**config.mk**
```make
export PLATFORM = sky130hd
export DESIGN_NAME = bin_window_vote_flat
export DESIGN_NICKNAME = d
export VERILOG_FILES = /design/src/rtl/bin_window_vote_pkg.sv /design/src/rtl/bin_window_vote_if.sv /design/src/rtl/bin_window_vote_popcount_k.sv /design/src/rtl/bin_window_vote.sv /design/src/flat_wrapper.sv
export SDC_FILE = /design/constraint.sdc
export NUM_CORES = 1
export LEC_CHECK = 0
export BUFFER_PORTS_ARGS = -buffer_cell sky130_fd_sc_hd__buf_2
export CORE_MARGIN = 10
export CORE_UTILIZATION = 30
export DETAILED_ROUTE_END_ITERATION = 10
export PLACE_DENSITY = 0.5
export SLEW_MARGIN = 20
export SYNTH_ARGS = -nofsm -noshare
export SYNTH_HDL_FRONTEND = slang
export SYNTH_SLANG_ARGS = --single-unit
```
**constraint.sdc**
```tcl
create_clock -name clk -period 2.6 [get_ports clk]
set_clock_uncertainty 0.15 [all_clocks]
set_input_delay 0.52 -clock clk [delete_from_list [all_inputs] [get_ports clk]]
set_output_delay 0.52 -clock clk [all_outputs]
set_load 0.005 [all_outputs]
```
**src/rtl/bin_window_vote_pkg.sv**
```systemverilog
// Shared definitions for the binarised-pixel window filters.
package bin_window_vote_pkg;

  typedef enum logic [1:0] {
    MODE_THRESH = 2'd0,
    MODE_ERODE  = 2'd1,
    MODE_DILATE = 2'd2,
    MODE_MAJ    = 2'd3
  } mode_e;

  function automatic int clog2(input int n);
    int r;
    r = 0;
    for (int i = 0; i < 31; i++) begin
      if ((1 << i) < n) r = i + 1;
    end
    return r;
  endfunction

endpackage

```
**src/rtl/bin_window_vote_if.sv**
```systemverilog
// Column stream in, filtered pixel stream out, plus per-line config.
interface bin_window_vote_if #(
  parameter int K    = 5,
  parameter int SUMW = $clog2(K*K+1)
);
  logic            in_valid;
  logic            in_sol;
  logic [K-1:0]    in_col;
  logic [1:0]      cfg_mode;
  logic [SUMW-1:0] cfg_thresh;
  logic            out_valid;
  logic            out_sol;
  logic            out_bit;

  modport master (
    output in_valid, in_sol, in_col, cfg_mode, cfg_thresh,
    input  out_valid, out_sol, out_bit
  );

  modport slave (
    input  in_valid, in_sol, in_col, cfg_mode, cfg_thresh,
    output out_valid, out_sol, out_bit
  );
endinterface

```
**src/rtl/bin_window_vote_popcount_k.sv**
```systemverilog
// Combinational population count of a K-bit vector.
module popcount_k
  import bin_window_vote_pkg::*;
#(
  parameter int K = 5,
  parameter int W = clog2(K+1)
) (
  input  logic [K-1:0] in_col,
  output logic [W-1:0] cnt
);

  always_comb begin
    cnt = '0;
    for (int unsigned i = 0; i < K; i++) begin
      cnt = cnt + W'(in_col[i]);
    end
  end

endmodule

```
**src/rtl/bin_window_vote.sv**
```systemverilog
// KxK binary window filter: running column-count sum, per-line shadowed mode.
module bin_window_vote
  import bin_window_vote_pkg::*;
#(
  parameter int K        = 5,
  parameter int SUMW     = $clog2(K*K+1),
  parameter bit EDGE_VAL = 1'b0
) (
  input logic          clk,
  input logic          rst_n,
  bin_window_vote_if.slave bus
);

  localparam int PCW = clog2(K+1);
  localparam logic [SUMW-1:0] KK   = SUMW'(K*K);
  localparam logic [SUMW-1:0] HALF = SUMW'((K*K)/2);
  localparam logic [PCW-1:0]  KC   = PCW'(K);

  logic [PCW-1:0]  pc;
  logic [PCW-1:0]  hist [K];
  logic [SUMW-1:0] sum, sum_nx;
  logic [PCW-1:0]  col_cnt, col_cnt_nx;
  mode_e           shd_mode, shd_mode_nx;
  logic [SUMW-1:0] shd_thresh, shd_thresh_nx;

  logic            valid_r, sol_r, full_r;
  logic [SUMW-1:0] sum_r, thresh_r;
  mode_e           mode_r;
  logic            cmp;
  logic            out_valid_q, out_sol_q, out_bit_q;

  popcount_k #(.K(K), .W(PCW)) u_popcount (
    .in_col (bus.in_col),
    .cnt    (pc)
  );

  always_comb begin
    sum_nx        = sum + SUMW'(pc) - SUMW'(hist[K-1]);
    col_cnt_nx    = (col_cnt == KC) ? KC : col_cnt + PCW'(1);
    shd_mode_nx   = shd_mode;
    shd_thresh_nx = shd_thresh;
    if (bus.in_sol) begin
      sum_nx        = SUMW'(pc);
      col_cnt_nx    = PCW'(1);
      shd_mode_nx   = mode_e'(bus.cfg_mode);
      shd_thresh_nx = bus.cfg_thresh;
    end
  end

  // Stage 1 captures the next-state window so latency is two clocks;
  // the line's config travels with its data across the line boundary.
  always_ff @(posedge clk or negedge rst_n) begin
    if (!rst_n) begin
      for (int unsigned i = 0; i < K; i++) hist[i] <= '0;
      sum        <= '0;
      col_cnt    <= '0;
      shd_mode   <= MODE_THRESH;
      shd_thresh <= KK - SUMW'(2);
      valid_r    <= 1'b0;
      sol_r      <= 1'b0;
      full_r     <= 1'b0;
      sum_r      <= '0;
      thresh_r   <= '0;
      mode_r     <= MODE_THRESH;
    end else begin
      valid_r <= bus.in_valid;
      sol_r   <= 1'b0;
      if (bus.in_valid) begin
        hist[0] <= pc;
        for (int unsigned i = 1; i < K; i++) begin
          hist[i] <= bus.in_sol ? '0 : hist[i-1];
        end
        sum        <= sum_nx;
        col_cnt    <= col_cnt_nx;
        shd_mode   <= shd_mode_nx;
        shd_thresh <= shd_thresh_nx;
        sum_r      <= sum_nx;
        full_r     <= (col_cnt_nx == KC);
        sol_r      <= bus.in_sol;
        mode_r     <= shd_mode_nx;
        thresh_r   <= shd_thresh_nx;
      end
    end
  end

  always_comb begin
    cmp = 1'b0;
    case (mode_r)
      MODE_THRESH: cmp = (sum_r >= thresh_r);
      MODE_ERODE:  cmp = (sum_r == KK);
      MODE_DILATE: cmp = (sum_r != '0);
      MODE_MAJ:    cmp = (sum_r > HALF);
      default:     cmp = 1'b0;
    endcase
  end

  always_ff @(posedge clk or negedge rst_n) begin
    if (!rst_n) begin
      out_valid_q <= 1'b0;
      out_sol_q   <= 1'b0;
      out_bit_q   <= 1'b0;
    end else begin
      out_valid_q <= valid_r;
      out_sol_q   <= valid_r & sol_r;
      out_bit_q   <= valid_r & (full_r ? cmp : EDGE_VAL);
    end
  end

  assign bus.out_valid = out_valid_q;
  assign bus.out_sol   = out_sol_q;
  assign bus.out_bit   = out_bit_q;

endmodule

```
**src/flat_wrapper.sv**
```systemverilog
// flat-port wrapper written by rule: the top's interface ports become plain ports
module bin_window_vote_flat import bin_window_vote_pkg::*;
#(
  parameter int K        = 5,
  parameter int SUMW     = $clog2(K*K+1),
  parameter bit EDGE_VAL = 1'b0
)
  (clk, rst_n, bus_in_valid, bus_in_sol, bus_in_col, bus_cfg_mode, bus_cfg_thresh, bus_out_valid, bus_out_sol, bus_out_bit);
  bin_window_vote_if #(.K(K), .SUMW(SUMW)) bus_i ();
  input logic clk;
  input logic rst_n;
  input wire logic [$bits(bus_i.in_valid)-1:0] bus_in_valid;
  input wire logic [$bits(bus_i.in_sol)-1:0] bus_in_sol;
  input wire logic [$bits(bus_i.in_col)-1:0] bus_in_col;
  input wire logic [$bits(bus_i.cfg_mode)-1:0] bus_cfg_mode;
  input wire logic [$bits(bus_i.cfg_thresh)-1:0] bus_cfg_thresh;
  output wire logic [$bits(bus_i.out_valid)-1:0] bus_out_valid;
  output wire logic [$bits(bus_i.out_sol)-1:0] bus_out_sol;
  output wire logic [$bits(bus_i.out_bit)-1:0] bus_out_bit;
  assign bus_i.in_valid = bus_in_valid;
  assign bus_i.in_sol = bus_in_sol;
  assign bus_i.in_col = bus_in_col;
  assign bus_i.cfg_mode = bus_cfg_mode;
  assign bus_i.cfg_thresh = bus_cfg_thresh;
  assign bus_out_valid = bus_i.out_valid;
  assign bus_out_sol = bus_i.out_sol;
  assign bus_out_bit = bus_i.out_bit;
  bin_window_vote #(.K(K), .SUMW(SUMW), .EDGE_VAL(EDGE_VAL)) u_core (.clk(clk), .rst_n(rst_n), .bus(bus_i));
endmodule
```
# Yosys cells after proc, flatten, opt, wreduce, memory -nomap -nowiden
# Cells that the tools add are included.
[op_classes] add_sub_neg=7 reduce_logical=3 eq_ne=6 muxes=11 bitwise_logic=2 order_cmp=2
[op_table] cell="$mux W3" count=6
[op_table] cell="$mux W5" count=2
[op_table] cell="$add A3 B1 Y3" count=2
[op_table] cell="$eq A3 B3 Y1 const B" count=2
[op_table] cell="$add A5 B3 Y5" count=1
[op_table] cell="$eq A5 B5 Y1 const B" count=1
[op_table] cell="$ge A5 B5 Y1" count=1
[op_table] cell="$gt A5 B4 Y1 const B" count=1
[op_table] cell="$reduce_bool A5 Y1" count=1
[op_table] cell="$sub A5 B3 Y5" count=1
[op_table] cell="$eq A2 B2 Y1 const B" count=2
[op_table] cell="$pmux W1 S4" count=1
[op_table] cell="$add A2 B1 Y3" count=1
[op_table] cell="$add A3 B1 Y3 const B" count=1
[op_table] cell="$add A1 B1 Y2" count=1
[op_table] cell="$and A1 B1 Y1" count=2
[op_table] cell="$eq A2 B1 Y1 const B" count=1
[op_table] cell="$logic_not A2 Y1" count=1
[op_table] cell="$mux W1" count=2
[op_table] cell="$reduce_and A2 Y1" count=1
[totals] input_bits=16 output_inout_bits=3 register_bits=41 word_cells=47

# Depth between registers and ports, before layout
[depth] depth_word=7 ltp_mapped=12

# Cells and area by module
# Synthesis repeated with hierarchy kept, for this count alone.
[unflattened] cells_unflattened=178 hier_area_um2=2011.9
[by_module_without_submodules] module="bin_window_vote" area_each_um2=1940.6 seq_area_each_um2=1006.0 n_inst=1 cells_per_inst=170
[by_module_without_submodules] module="popcount_k" area_each_um2=71.3 seq_area_each_um2=0.0 n_inst=1 cells_per_inst=8

# Worst setup path after synthesis
# Ideal clock, no wire load.
[synth_timing] kind="input port to flip-flop" from="input port bus_in_col[0]" to="register u_core.sum[4]" stages=10 arrival_ps=3190 n_path_buf=0 setup_ps=120 slack_ps=-861 path_cell_list="fa_1 > fa_1 > ha_1 > inv_1 > fa_1 > fa_1 > nor2b_4 > o21a_1 > o21ai_0 > a41o_1"
[synth_between] elab_chain_len=7
[synth_rtl] element="from (decl)" line_no="flat_wrapper.sv:14" rtl="input wire logic [$bits(bus_i.in_col)-1:0] bus_in_col;"
[synth_rtl] element="$add A1 B1 Y2" line_no="bin_window_vote_popcount_k.sv:15" rtl="cnt = cnt + W'(in_col[i]);"
[synth_rtl] element="$add A2 B1 Y3" line_no="bin_window_vote_popcount_k.sv:15"
[synth_rtl] element="$add A3 B1 Y3 (2 in series)" line_no="bin_window_vote_popcount_k.sv:15"
[synth_rtl] element="net u_core.pc[1]" line_no="bin_window_vote.sv:19" rtl="logic [PCW-1:0] pc;"
[synth_rtl] element="$add A5 B3 Y5" line_no="bin_window_vote.sv:38" rtl="sum_nx = sum + SUMW'(pc) - SUMW'(hist[K-1]);"
[synth_rtl] element="$sub A5 B3 Y5" line_no="bin_window_vote.sv:38"
[synth_rtl] element="$mux W5" line_no="bin_window_vote.sv:42" rtl="if (bus.in_sol) begin"
[synth_rtl] element="to (signal assigned)" line_no="bin_window_vote.sv:73" rtl="sum <= sum_nx;"
[synth_rtl] element="to (decl)" line_no="bin_window_vote.sv:21" rtl="logic [SUMW-1:0] sum, sum_nx;"
# The timed path passes the listed nets, and every way through them passes these cells.
# A chain may end at the register's enable or synchronous reset.

# Worst setup path after layout
# Ends and elaborated chain as after synthesis.

==> summary.txt <==
Run status
  • Status: complete, but fails checks
  • Failing checks: negative setup slack

Synthesis
  • Asr flop ratio synth: 1.00
  • Mapped Area: a little over 2000 µm²
  • EDFF count, synth: 0
  • Share of the yosys chip area belonging to registers: 0.486
  • Syn Inst Count: about 190
  • Average cell area after synthesis: 10.9 µm²
  • Synth cell types: 41
  • Synth Register Bits: 40
  • Top_reg_cell synth: dfrtp_1
  • Synth warnings: 0
  • Mapped Nets: 222

Timing
  • Max-slew violations: 0
  • Worst-margin pin slew: between 300 and 400 ps
  • Fin crit period: approximately 3200 ps
  • RSZ-0062 raised after global routing: true
  • Fmax: 0.309 GHz
  • Worst Hold Margin: approximately 270 ps
  • Final WS setup: -639 ps
  • Period utilization: 1.25
  • Max-slew headroom: 0.734
  • Final setup TNS: -2010 ps
  • Final setup fails: 4
  • Hold Violations, Final: 0

Worst setup path
  • WP data required: 2630 ps
  • Slowest cell on the critical path: fa_1
  • Setup crit end: u_core.sum[4]$_DFFE_PN0P_
  • Worst-path fanout max: 2
  • Cell Chain, Critical Path: buf_6 > fa_1 > fa_2 > ha_4 > inv_2 > fa_1 > fa_2 > nor2b_4 > o21a_1 > or3_1 > a41o_1
  • FF-to-FF End: u_core.sum[4]$_DFFE_PN0P_
  • WS Path Type: input port to flip-flop
  • Reg2Reg Launch Point: u_core.sum[2]$_DFFE_PN0P_
  • Critical Path Start: bus_in_col[0]
  • CP arrival: 3270 ps
  • Worst setup SP type: input port
  • CP max stage delay: ~500 ps
  • Worst setup EP type: flip-flop
  • FF-to-FF setup slack: 190 ps
  • R2R depth: 8

Run
  • MaxCap Viol Count: 0

Power and ir drop
  • Peak VDD IR: roughly 0.00023 V
  • Leakage: 1.17 nW
  • Power Density: slightly above 800 nW/µm²

Final layout
  • Most frequent cells in the layout: 36 x dfrtp_1, 17 x inv_1, 17 x buf_2, 11 x buf_4, 10 x nand2_1
  • Commonest non-fill, non-tap cell in the layout: dfrtp_1
  • Final std cells w/o fill: slightly below 300
  • Post-layout util: 0.367
  • Nets: 250
  • Design Area, Final: about 2500 µm²
  • ANT cells: 0
  • Share of layout cells above drive strength 1: 0.298
  • Area delta synth->final: 20.0%

Placement
  • GPL Wtd Cong: about 0.76
  • Final HPWL DP: 2.93 mm
  • Area post-placement: around 2300 µm²
  • Placed Cells: around 290
  • IO buf count: 18

Clock tree
  • Worst-Skew Late Latency: approximately 290 ps
  • CTS H-tree lvls: 2
  • Clock sink total: 40
  • Worst-path clk slew: 80 ps
  • Setup bufs post-CTS: 0
  • CTS root buf: clkbuf_8
  • CTS tree: yes
  • CTS Buf Count: 5
  • Clock buffer depth: 2

Floorplanning
  • Top Ports: 19
  • Core area: 6760 µm²
  • DIE HEIGHT: between 100 and 150 µm
  • Die area: ~11,000 µm²
  • Chip width: 103 µm
  • Starting density of the core: 0.306
  • Num rows: 30

Global route
  • Vias in the first global route: about 1,500
  • First-pass GRT wire length: about 7 mm
  • Initial antenna violation count: 0
  • GRT Total Usage: 0.0824
  • Gr ovfl total: 0
  • Largest net degree at the start of global routing: 24

Route
  • Via count: around 1,400
  • Final wirelength: 3.90 mm
  • Routed vias/inst: 4.55
  • Drt first pass iters: 3
  • Drt wl/cell: between 10 and 15 µm
  • DRC: 0
  • Initial detailed-routing violation count: 37
  • Antenna Violating Nets Remaining: 0

Worst hold path
  • Hold Path Class: flip-flop to flip-flop
==> critical path, delay by kind of cell <==
| kind | cells | cell delay, ps |
|---|---|---|
| simple gates | 2 | 350 |
| compound gates | 2 | 390 |
| fa+ha+maj | 5 | 1880 |
| buf+inv | 2 | 120 |
==> logic make-up after synthesis <==
family	share of synthesized area
AO/OA/AOI/OAI	0.143
AND/OR/NAND/NOR	0.108
flip-flops	0.486
buffers and inverters	0.0641
adder cells (fa/ha/maj)	0.121
multiplexers	0.0732
XOR/XNOR	0.00424
==> how the worst min path moves through the flow <==
| stage | start | to | slack, ps | cells after the start |
|---|---|---|---|---|
| 2_1_floorplan | rst_n | u_core.bus.out_bit$_DFF_PN0_ | 70 | 0 |
| 3_3_place_gp | u_core.valid_r$_DFF_PN0_ | u_core.bus.out_valid$_DFF_PN0_ | 260 | 0 |
| 3_5_place_dp | u_core.valid_r$_DFF_PN0_ | u_core.bus.out_valid$_DFF_PN0_ | 260 | 0 |
| 4_1_cts | bus_cfg_mode[1] | u_core.shd_mode[1]$_DFFE_PN0P_ | 270 | 2 |
| 5_1_grt | bus_cfg_mode[1] | u_core.shd_mode[1]$_DFFE_PN0P_ | 270 | 2 |
| 6_report | u_core.valid_r$_DFF_PN0_ | u_core.bus.out_valid$_DFF_PN0_ | 270 | 0 |
==> state kept, by name, indices dropped and copies added, names as in the netlist <==
signal / cells
u_core.shd_thresh: 4
u_core.bus.out_sol: 1
u_core.sum: 5
u_core.sol_r: 1
u_core.shd_mode: 2
u_core.valid_r: 1
u_core.full_r: 1
u_core.bus.out_valid: 1
u_core.bus.out_bit: 1
u_core.thresh_r: 5
u_core.col_cnt: 3
u_core.hist: 15
==> what timing repair did <==
item,4_1_cts,5_1_grt
pin swaps,5,3
setup endpoints to repair,4,4
resized for setup,6,0
hold endpoints to repair,11,0
hold buffers,1,0
==> synthesized netlist by cell type, drive strengths merged (2+ instances only) <==
| cell | number | share of area |
|---|---|---|
| clkbuf | 2 | 0.0036 |
| nor3 | 3 | 0.0073 |
| mux2 | 9 | 0.049 |
| a21oi | 9 | 0.022 |
| nand3 | 3 | 0.0073 |
| fa | 5 | 0.048 |
| nor2b | 10 | 0.034 |
| inv | 24 | 0.044 |
| a31o | 8 | 0.034 |
| o31ai | 4 | 0.015 |
| buf | 7 | 0.017 |
| dfrtp | 36 | 0.44 |
| nor2 | 9 | 0.016 |
| o211ai | 2 | 0.0073 |
| o2bb2ai | 2 | 0.0085 |
| dfstp | 4 | 0.051 |
| mux2i | 5 | 0.024 |
| o21ai | 8 | 0.019 |
| nand2 | 10 | 0.018 |
| ha | 12 | 0.073 |
==> layout make-up <==
cell class / count / area, µm²
Fill cell: 679 / 4280
Sequential cell: 40 / 1010
Multi-Input combinational cell: 116 / 970
Timing Repair Buffer: 30 / 189
Tap cell: 80 / 100
Clock buffer: 7 / 96.3
Inverter: 24 / 90.1
Clock inverter: 1 / 30.0
==> power by group <==
group          internal (mW)  total (mW)  leakage (nW)  switching [mW]
clock network          0.339       0.553        0.0645           0.214
registers              0.730       0.818         0.497          0.0885
logic                  0.350       0.673         0.611           0.323
==> through the flow <==
stage,power (mW),setup WS [ps]
after floorplan,1.28,-782
after global placement,1.49,-933
after detailed placement,1.49,-965
after CTS,2.08,-634
after global routing,2.21,-733
final,2.04,-639
==> per-layer routing <==
metal / GRT usage / up-vias / share of wire
met1: 0.102 / 642 / 0.50
met2: 0.132 / 8 / 0.47
li1: - / 702 / -
met3: 0.0181 / 5 / 0.013
met4: 0.0417 / 0 / 0.020
met5: 0 / - / 0
No activity file was read; power rests on OpenSTA's default activity.
